--- config.mk ---
export PLATFORM = sky130hd
export DESIGN_NAME = vram_port_arbiter
export DESIGN_NICKNAME = d
export VERILOG_FILES = /design/src/rtl/bz_mem_pkg.sv /design/src/rtl/vram_write_hold.sv /design/src/rtl/vram_port_arbiter.sv
export SDC_FILE = /design/constraint.sdc
export NUM_CORES = 1
export LEC_CHECK = 0
export BUFFER_PORTS_ARGS = -buffer_cell sky130_fd_sc_hd__buf_2
export CAP_MARGIN = 20
export CORE_MARGIN = 2
export CORE_UTILIZATION = 42
export CTS_CLUSTER_SIZE = 12
export DETAILED_ROUTE_END_ITERATION = 8
export PLACE_DENSITY = 0.76
export SYNTH_ARGS = -nofsm -noshare
export SYNTH_HDL_FRONTEND = slang
export SYNTH_SLANG_ARGS = --single-unit
--- constraint.sdc ---
create_clock -name clk -period 1.7 [get_ports clk]
set_input_delay 0.255 -clock clk [delete_from_list [all_inputs] [get_ports clk]]
set_output_delay 0.255 -clock clk [all_outputs]
set_load 0.02 [all_outputs]
--- src/rtl/bz_mem_pkg.sv ---
// Shared memory-map constants and types for the vector-RAM path.
// Used by vram_port_arbiter and vram_write_hold.
package bz_mem_pkg;

    localparam logic [15:0] VRAM_BASE   = 16'h2000;
    localparam int          VRAM_ADDR_W = 12;

    typedef logic [VRAM_ADDR_W-1:0] vram_addr_t;

    typedef struct packed {
        vram_addr_t  addr;
        logic [7:0]  data;
    } mem_wr_t;

    // Offset is already base-relative; in window if no bits at or above aw.
    function automatic logic in_window(input logic [15:0] off, input int aw);
        return (off >> aw) == 16'h0;
    endfunction

endpackage

--- src/rtl/vram_write_hold.sv ---
// One-entry write holding register between the CPU store queue and VRAM.
// Does the window check, wr_drop pulse and read-forwarding compare.
module vram_write_hold #(
    parameter logic [15:0] BASE   = 16'h2000,
    parameter int          ADDR_W = 12
) (
    input  logic              clk,
    input  logic              rst,
    input  logic [7:0]        sq_data,
    input  logic [15:0]       sq_addr,
    input  logic              sq_write,
    input  logic              drain,
    input  logic [ADDR_W-1:0] vg_addr,
    output logic              can_write,
    output logic              hold_valid,
    output logic [ADDR_W-1:0] hold_addr,
    output logic [7:0]        hold_data,
    output logic              wr_drop,
    output logic              fwd_hit
);
    import bz_mem_pkg::*;

    logic [15:0] offset;
    logic        in_win;
    logic        accept;
    logic        drop_q;

    assign offset    = sq_addr - BASE;
    assign in_win    = in_window(offset, ADDR_W);
    assign can_write = !rst && !hold_valid;
    assign accept    = sq_write && can_write;
    assign wr_drop   = drop_q && !rst;
    assign fwd_hit   = hold_valid && (vg_addr == hold_addr);

    // Load on an in-window accept, release when the port drains it.
    always_ff @(posedge clk) begin
        if (rst) begin
            hold_valid <= 1'b0;
            hold_addr  <= '0;
            hold_data  <= 8'h00;
            drop_q     <= 1'b0;
        end else begin
            drop_q <= accept && !in_win;
            if (accept && in_win) begin
                hold_valid <= 1'b1;
                hold_addr  <= offset[ADDR_W-1:0];
                hold_data  <= sq_data;
            end else if (drain) begin
                hold_valid <= 1'b0;
            end
        end
    end

endmodule

--- src/rtl/vram_port_arbiter.sv ---
// Shares the vector-RAM BRAM port between store-queue drains and VG reads.
// Define VRAM_ARB_FAIRNESS_EN to bound how long a pending write can starve.
module vram_port_arbiter #(
    parameter logic [15:0] VRAM_BASE     = bz_mem_pkg::VRAM_BASE,
    parameter int          ADDR_W        = bz_mem_pkg::VRAM_ADDR_W,
    parameter int          MAX_VG_STREAK = 4
) (
    input  logic              clk,
    input  logic              rst,
    input  logic [7:0]        sq_data,
    input  logic [15:0]       sq_addr,
    input  logic              sq_write,
    output logic              sq_can_write,
    input  logic              vg_req,
    input  logic [ADDR_W-1:0] vg_addr,
    output logic              vg_gnt,
    output logic              vg_rvalid,
    output logic [7:0]        vg_rdata,
    output logic [ADDR_W-1:0] bram_addr,
    output logic [7:0]        bram_wdata,
    output logic              bram_we,
    input  logic [7:0]        bram_rdata,
    output logic              wr_drop
);
    logic              hold_valid;
    logic [ADDR_W-1:0] hold_addr;
    logic [7:0]        hold_data;
    logic              fwd_hit;
    logic              force_wr;
    logic              drain;
    logic              rvalid_q;
    logic              fwd_sel;
    logic [7:0]        fwd_data;

    vram_write_hold #(
        .BASE   (VRAM_BASE),
        .ADDR_W (ADDR_W)
    ) u_hold (
        .clk        (clk),
        .rst        (rst),
        .sq_data    (sq_data),
        .sq_addr    (sq_addr),
        .sq_write   (sq_write),
        .drain      (drain),
        .vg_addr    (vg_addr),
        .can_write  (sq_can_write),
        .hold_valid (hold_valid),
        .hold_addr  (hold_addr),
        .hold_data  (hold_data),
        .wr_drop    (wr_drop),
        .fwd_hit    (fwd_hit)
    );

`ifdef VRAM_ARB_FAIRNESS_EN
    localparam int SW = $clog2(MAX_VG_STREAK + 1);
    logic [SW-1:0] streak;

    assign force_wr = (streak == SW'(MAX_VG_STREAK));

    // Count VG grants that bypassed a pending write.
    always_ff @(posedge clk) begin
        if (rst || !hold_valid || drain)
            streak <= '0;
        else if (vg_gnt)
            streak <= streak + SW'(1);
    end
`else
    assign force_wr = 1'b0;
`endif

    assign vg_gnt = !rst && vg_req && !force_wr;
    assign drain  = !rst && !vg_gnt && hold_valid;

    // Port mux: VG read first, else drain the held write, else idle.
    always_comb begin
        bram_addr  = '0;
        bram_wdata = 8'h00;
        bram_we    = 1'b0;
        if (vg_gnt) begin
            bram_addr = vg_addr;
        end else if (drain) begin
            bram_addr  = hold_addr;
            bram_wdata = hold_data;
            bram_we    = 1'b1;
        end
    end

    // Read-valid pipeline; a hit on the held write returns the held byte.
    always_ff @(posedge clk) begin
        if (rst) begin
            rvalid_q <= 1'b0;
            fwd_sel  <= 1'b0;
            fwd_data <= 8'h00;
        end else begin
            rvalid_q <= vg_gnt;
            fwd_sel  <= vg_gnt && fwd_hit;
            if (vg_gnt && fwd_hit)
                fwd_data <= hold_data;
        end
    end

    assign vg_rvalid = rvalid_q && !rst;
    assign vg_rdata  = !vg_rvalid ? 8'h00 :
                       fwd_sel    ? fwd_data : bram_rdata;

endmodule

### Word-level counts from Yosys, hierarchy flattened

Index checks and enable logic that the tools add are counted.

| word-level totals | value |
|---|---|
| flip-flop bits (word level) | 32 |
| latch bits | 0 |
| RAM bits | 0 |
| ROM bits | 0 |
| output and inout port bits | 33 |
| memories | 0 |

| operators by class | value |
|---|---|
| add/sub/neg operators | 1 |
| $mul | 0 |
| div/mod/pow operators | 0 |
| $lt $le $gt $ge | 0 |
| equality and inequality tests | 1 |
| shift-type cells | 0 |
| multiplexer cells | 10 |
| bitwise operators | 0 |
| reduce and logical (&&, ||, !) cells | 17 |

Operators by type and width:

| kind | count |
|---|---|
| 8-bit 2-to-1 mux | 4 |
| 12-bit 2-to-1 mux | 2 |
| 16-bit zero test | 1 |
| 16-bit by 14-bit subtractor with 16-bit output, second input constant | 1 |
| 12-bit == test | 1 |
| 1-bit logical AND | 11 |
| 1-bit zero test | 4 |
| 1-bit 2-to-1 mux | 4 |
| 2-bit nonzero test | 1 |

### Logic depth before layout (Yosys ltp)

| depth | value |
|---|---|
| depth in word-level cells | 7 |
| gate-level depth with buffers | 7 |
| gate-level depth less buffers | 6 |

### By module

From an unflattened synthesis, not the netlist that was laid out.

| second synthesis, totals | value |
|---|---|
| cells, all modules | 219 |
| area total of the unflattened synthesis | 2,040.7 um^2 |

By module, submodules not included:

| module | times used | cells an instance | area an instance (um^2) |
|---|---|---|---|
| vram_write_hold | 1 | 129 | 1,234.9 |
| vram_port_arbiter | 1 | 90 | 805.8 |

### Worst setup path after synthesis

Ideal clock, no wire load.

| path | value |
|---|---|
| path type | register to register |
| start point | register u_hold.hold_addr[11] |
| end point | register fwd_data[0] |
| library setup time | 0.072 ns |
| arrival time | 1.600 ns |
| required time | 1.628 ns |
| setup slack | 0.028 ns |
| stages on the path, launching flop included | 5 |
| clock period less this slack | 1.672 ns |
| path through | dfxtp_1 -> xor2_1 -> or3_4 -> nor4_4 -> mux2i_1 |

| on the way | value |
|---|---|
| word-level cells in the longest chain between the ends | 3 |

Ends and longest elaborated chain:

| element | line | RTL |
|---|---|---|
| start: declaration | vram_write_hold.sv:16 | `output logic [ADDR_W-1:0] hold_addr,` |
| start signal: assignment | vram_write_hold.sv:46 | `hold_addr <= offset[ADDR_W-1:0];` |
| 12-bit == test | vram_write_hold.sv:33 | `assign fwd_hit = hold_valid && (vg_addr == hold_addr);` |
| 1-bit logical AND | vram_write_hold.sv:33 |  |
| 1-bit logical AND | vram_port_arbiter.sv:97 | `if (vg_gnt && fwd_hit)` |
| end signal: assignment | vram_port_arbiter.sv:98 | `fwd_data <= hold_data;` |
| end: declaration | vram_port_arbiter.sv:33 | `logic [7:0] fwd_data;` |

Every way passes these cells.
A chain may end at the register's enable or synchronous reset.

### Worst setup path in the final report

| path | value |
|---|---|
| start point | register u_hold.hold_addr[11] |
| end point | register fwd_data[4] |

The elaborated chain is that of the path after synthesis.

==> results_dict.tcl <==
set metrics [dict create \
    r2r-start "u_hold.hold_addr[11]$_SDFFE_PP0P_" \
    drt_iter0_drc 18 \
    worst_slew_pin_slew_ns 0.371 \
    synth-main-ff-cell "dfxtp_1" \
    cp.arrival_ns 1.82 \
    cts_hold_buf 0 \
    drc_errors 0 \
    r2r_cells 5 \
    synth_seq_area_share 0.369 \
    sw_frac_of_total 0.241 \
    critPathMaxFanout 8 \
    rrSetupSlack_ns 0.09 \
    max_freq_mhz 622 \
    path_class "flop to flop" \
    synth_edf_count 0 \
    viasPerCell 4.77 \
    final_area_um2 2390 \
    root_buffer "clkbuf_8" \
    finalHoldViolCount 0 \
    coreArea_um2 4000 \
    layout_common_cells "buf_2 (79), mux2i_1 (36), nor2_1 (30), dfxtp_1 (30), nand2b_1 (18)" \
    rsz0062_at_grt "false" \
    cts_setup_buffers 0 \
    final_core_util 0.597 \
    drv_cap 0 \
    min_period_ns 1.61 \
    synth-async-reset-ratio 0 \
    hpwl_um 3060 \
    power.total_uw 1710 \
    fin_nets 319 \
    synth_fp_nets 234 \
    final_antenna_net_count 0 \
    grt_pass1_wl_um 6270 \
    period_share 0.946 \
    start_util 0.434 \
    antenna_found_initial 0 \
    ir_worst_vdd_v 0.000565 \
    cp-start-kind "flop" \
    cp-end-kind "flop" \
    pwr-share-comb 0.135 \
    cts_tree "built" \
    die_area_um2 4670 \
    clk_pin_slew_ns 0.07 \
    fin_skew_ns 0.00654 \
    min_path_type "input pin to flop" \
    yosysWarnings 0 \
    status "finished, final reports clean" \
    synth-seq-cells 32 \
    grt_pass1_vias 1437 \
    cts.sinks 32 \
    grt_max_degree 29 \
    maxSlewViolCount 0 \
    firstDrtPassIters 4 \
    relSlewSlack 0.753 \
    critPathRequiredTime_ns 1.92 \
    final-setup-viol-count 0 \
    vias 1532 \
    cts_resized 1 \
    worstHoldEndpoint "u_hold.hold_addr[3]$_SDFFE_PP0P_" \
    yosys.cell_types.count 28 \
    die_x_um 68.3 \
    power_density_nw_per_um2 717 \
    rows 23 \
    antenna-diode-count 0 \
    hold_start "sq_addr[3]" \
    drive_gt1_frac 0.387 \
    r2r-end "fwd_data[4]$_SDFFE_PP0P_" \
    syn_area_um2 1740 \
    placed_area_um2 2260 \
    switchingPower_uw 412 \
    die_h_um 68.3 \
    grt_overflow_total 0 \
    clkPwrFrac 0.421 \
    intPower_uw 1300 \
    grt_usage 0.182 \
    seqPwrFrac 0.444 \
    synth_cells 185 \
    htree_levels 2 \
    ios 81 \
    holdPathStages 3 \
    clk_latency_ns 0.28 \
    area_delta_synth_final_pct 37.5 \
    syn_area_per_cell_um2 9.39 \
    wirelength_um 4040 \
    final_common_cell "buf_2" \
    avgRoutedWirePerCell_um 12.6 \
    p_leak_uw 0.00105 \
    cts_buffers 5 \
    io_buffers 80 \
    gp_congestion 0.726 \
    clk_path_buf_depth 2 \
]
==> logic make-up (layout without fill, tap and decap cells) <==
| logic type | after synthesis | in the layout | share of synthesized area |
|---|---|---|---|
| AOI/OAI and AO/OA | 12 | 12 | 0.0605 |
| DFF | 32 | 32 | 0.369 |
| adders and majority gates | 1 | 1 | 0.00720 |
| and+or+nand+nor | 77 | 77 | 0.259 |
| muxes | 36 | 36 | 0.207 |
| xor gates and xnor gates | 13 | 13 | 0.0655 |
| buffers and inverters | 14 | 100 | 0.0317 |
==> cells in the mapped netlist, types with 2 or more instances <==
library cell,number,share of area
and2_1,8,0.029
nor2_1,30,0.065
mux2i_1,36,0.21
or3b_1,2,0.010
nand2b_1,18,0.065
dfxtp_1,32,0.37
nand2_1,4,0.0086
nor2b_1,3,0.011
xor2_1,5,0.025
xnor2_1,8,0.040
clkbuf_1,9,0.019
a22o_1,12,0.060
buf_2,2,0.0058
inv_1,2,0.0043
==> routing by layer <==
layer	vias up	wire, µm	global-route usage	part of all wire
met1	688	1790	0.218	0.44
li1	797	-	-	-
met3	7	217	0.0395	0.054
met4	0	70	0.0800	0.017
met2	40	1970	0.311	0.49
met5	-	0	0	0
==> area by class of cell <==
class	count	area, µm²
inverters	3	11.3
clock inverters	3	42.5
flip-flops and latches	32	643
multi-input cells	139	1060
clock buffers	5	68.8
fillers	364	1610
well taps	50	62.6
repair buffers	89	499
==> stage by stage <==
stage	std cells	hold slack, ns	setup WS (ns)	setup TNS [ns]
detailed placement	313	0.465	-0.0235	-0.134
CTS	321	0.208	0.00211	0
global placement	313	0.462	0.0118	0
global route	321	0.205	0.0123	0
floorplan	185	0.383	0.0281	0
finish	321	0.206	0.0926	0
==> critical path: stages (launching register included) <==
cell,delay (ns)
dfxtp_1,0.33
xor2_1,0.19
or3_4,0.40
nor4_4,0.27
buf_12,0.17
mux2i_1,0.18
==> power groups by stage <==
stage	Clock [µW]	Sequential [µW]	Combinational [µW]
2_1_floorplan	0	777	123
3_3_place_gp	0	778	227
3_5_place_dp	0	779	230
4_1_cts	733	761	231
5_1_grt	770	762	251
6_report	721	762	231
==> sequential cells by signal (all words and copies together), names as in the netlist <==
name	flops
rvalid_q	1
u_hold.hold_valid	1
u_hold.drop_q	1
fwd_sel	1
u_hold.hold_addr	12
fwd_data	8
u_hold.hold_data	8
==> worst max-delay path by stage <==
stage                                            from                          endpoint  slack [ns]
floorplan           u_hold.hold_addr[11]$_SDFFE_PP0P_          fwd_data[0]$_SDFFE_PP0P_        0.03
global placement                          sq_addr[13]  u_hold.hold_data[3]$_SDFFE_PP0P_        0.01
detailed placement                        sq_addr[13]  u_hold.hold_addr[6]$_SDFFE_PP0P_       -0.02
CTS                    u_hold.hold_valid$_SDFFE_PP0P_                      bram_addr[1]       0.002
global route           u_hold.hold_valid$_SDFFE_PP0P_                     bram_wdata[3]        0.01
finish              u_hold.hold_addr[11]$_SDFFE_PP0P_          fwd_data[4]$_SDFFE_PP0P_        0.09
Power figures use the tool's default switching activity.
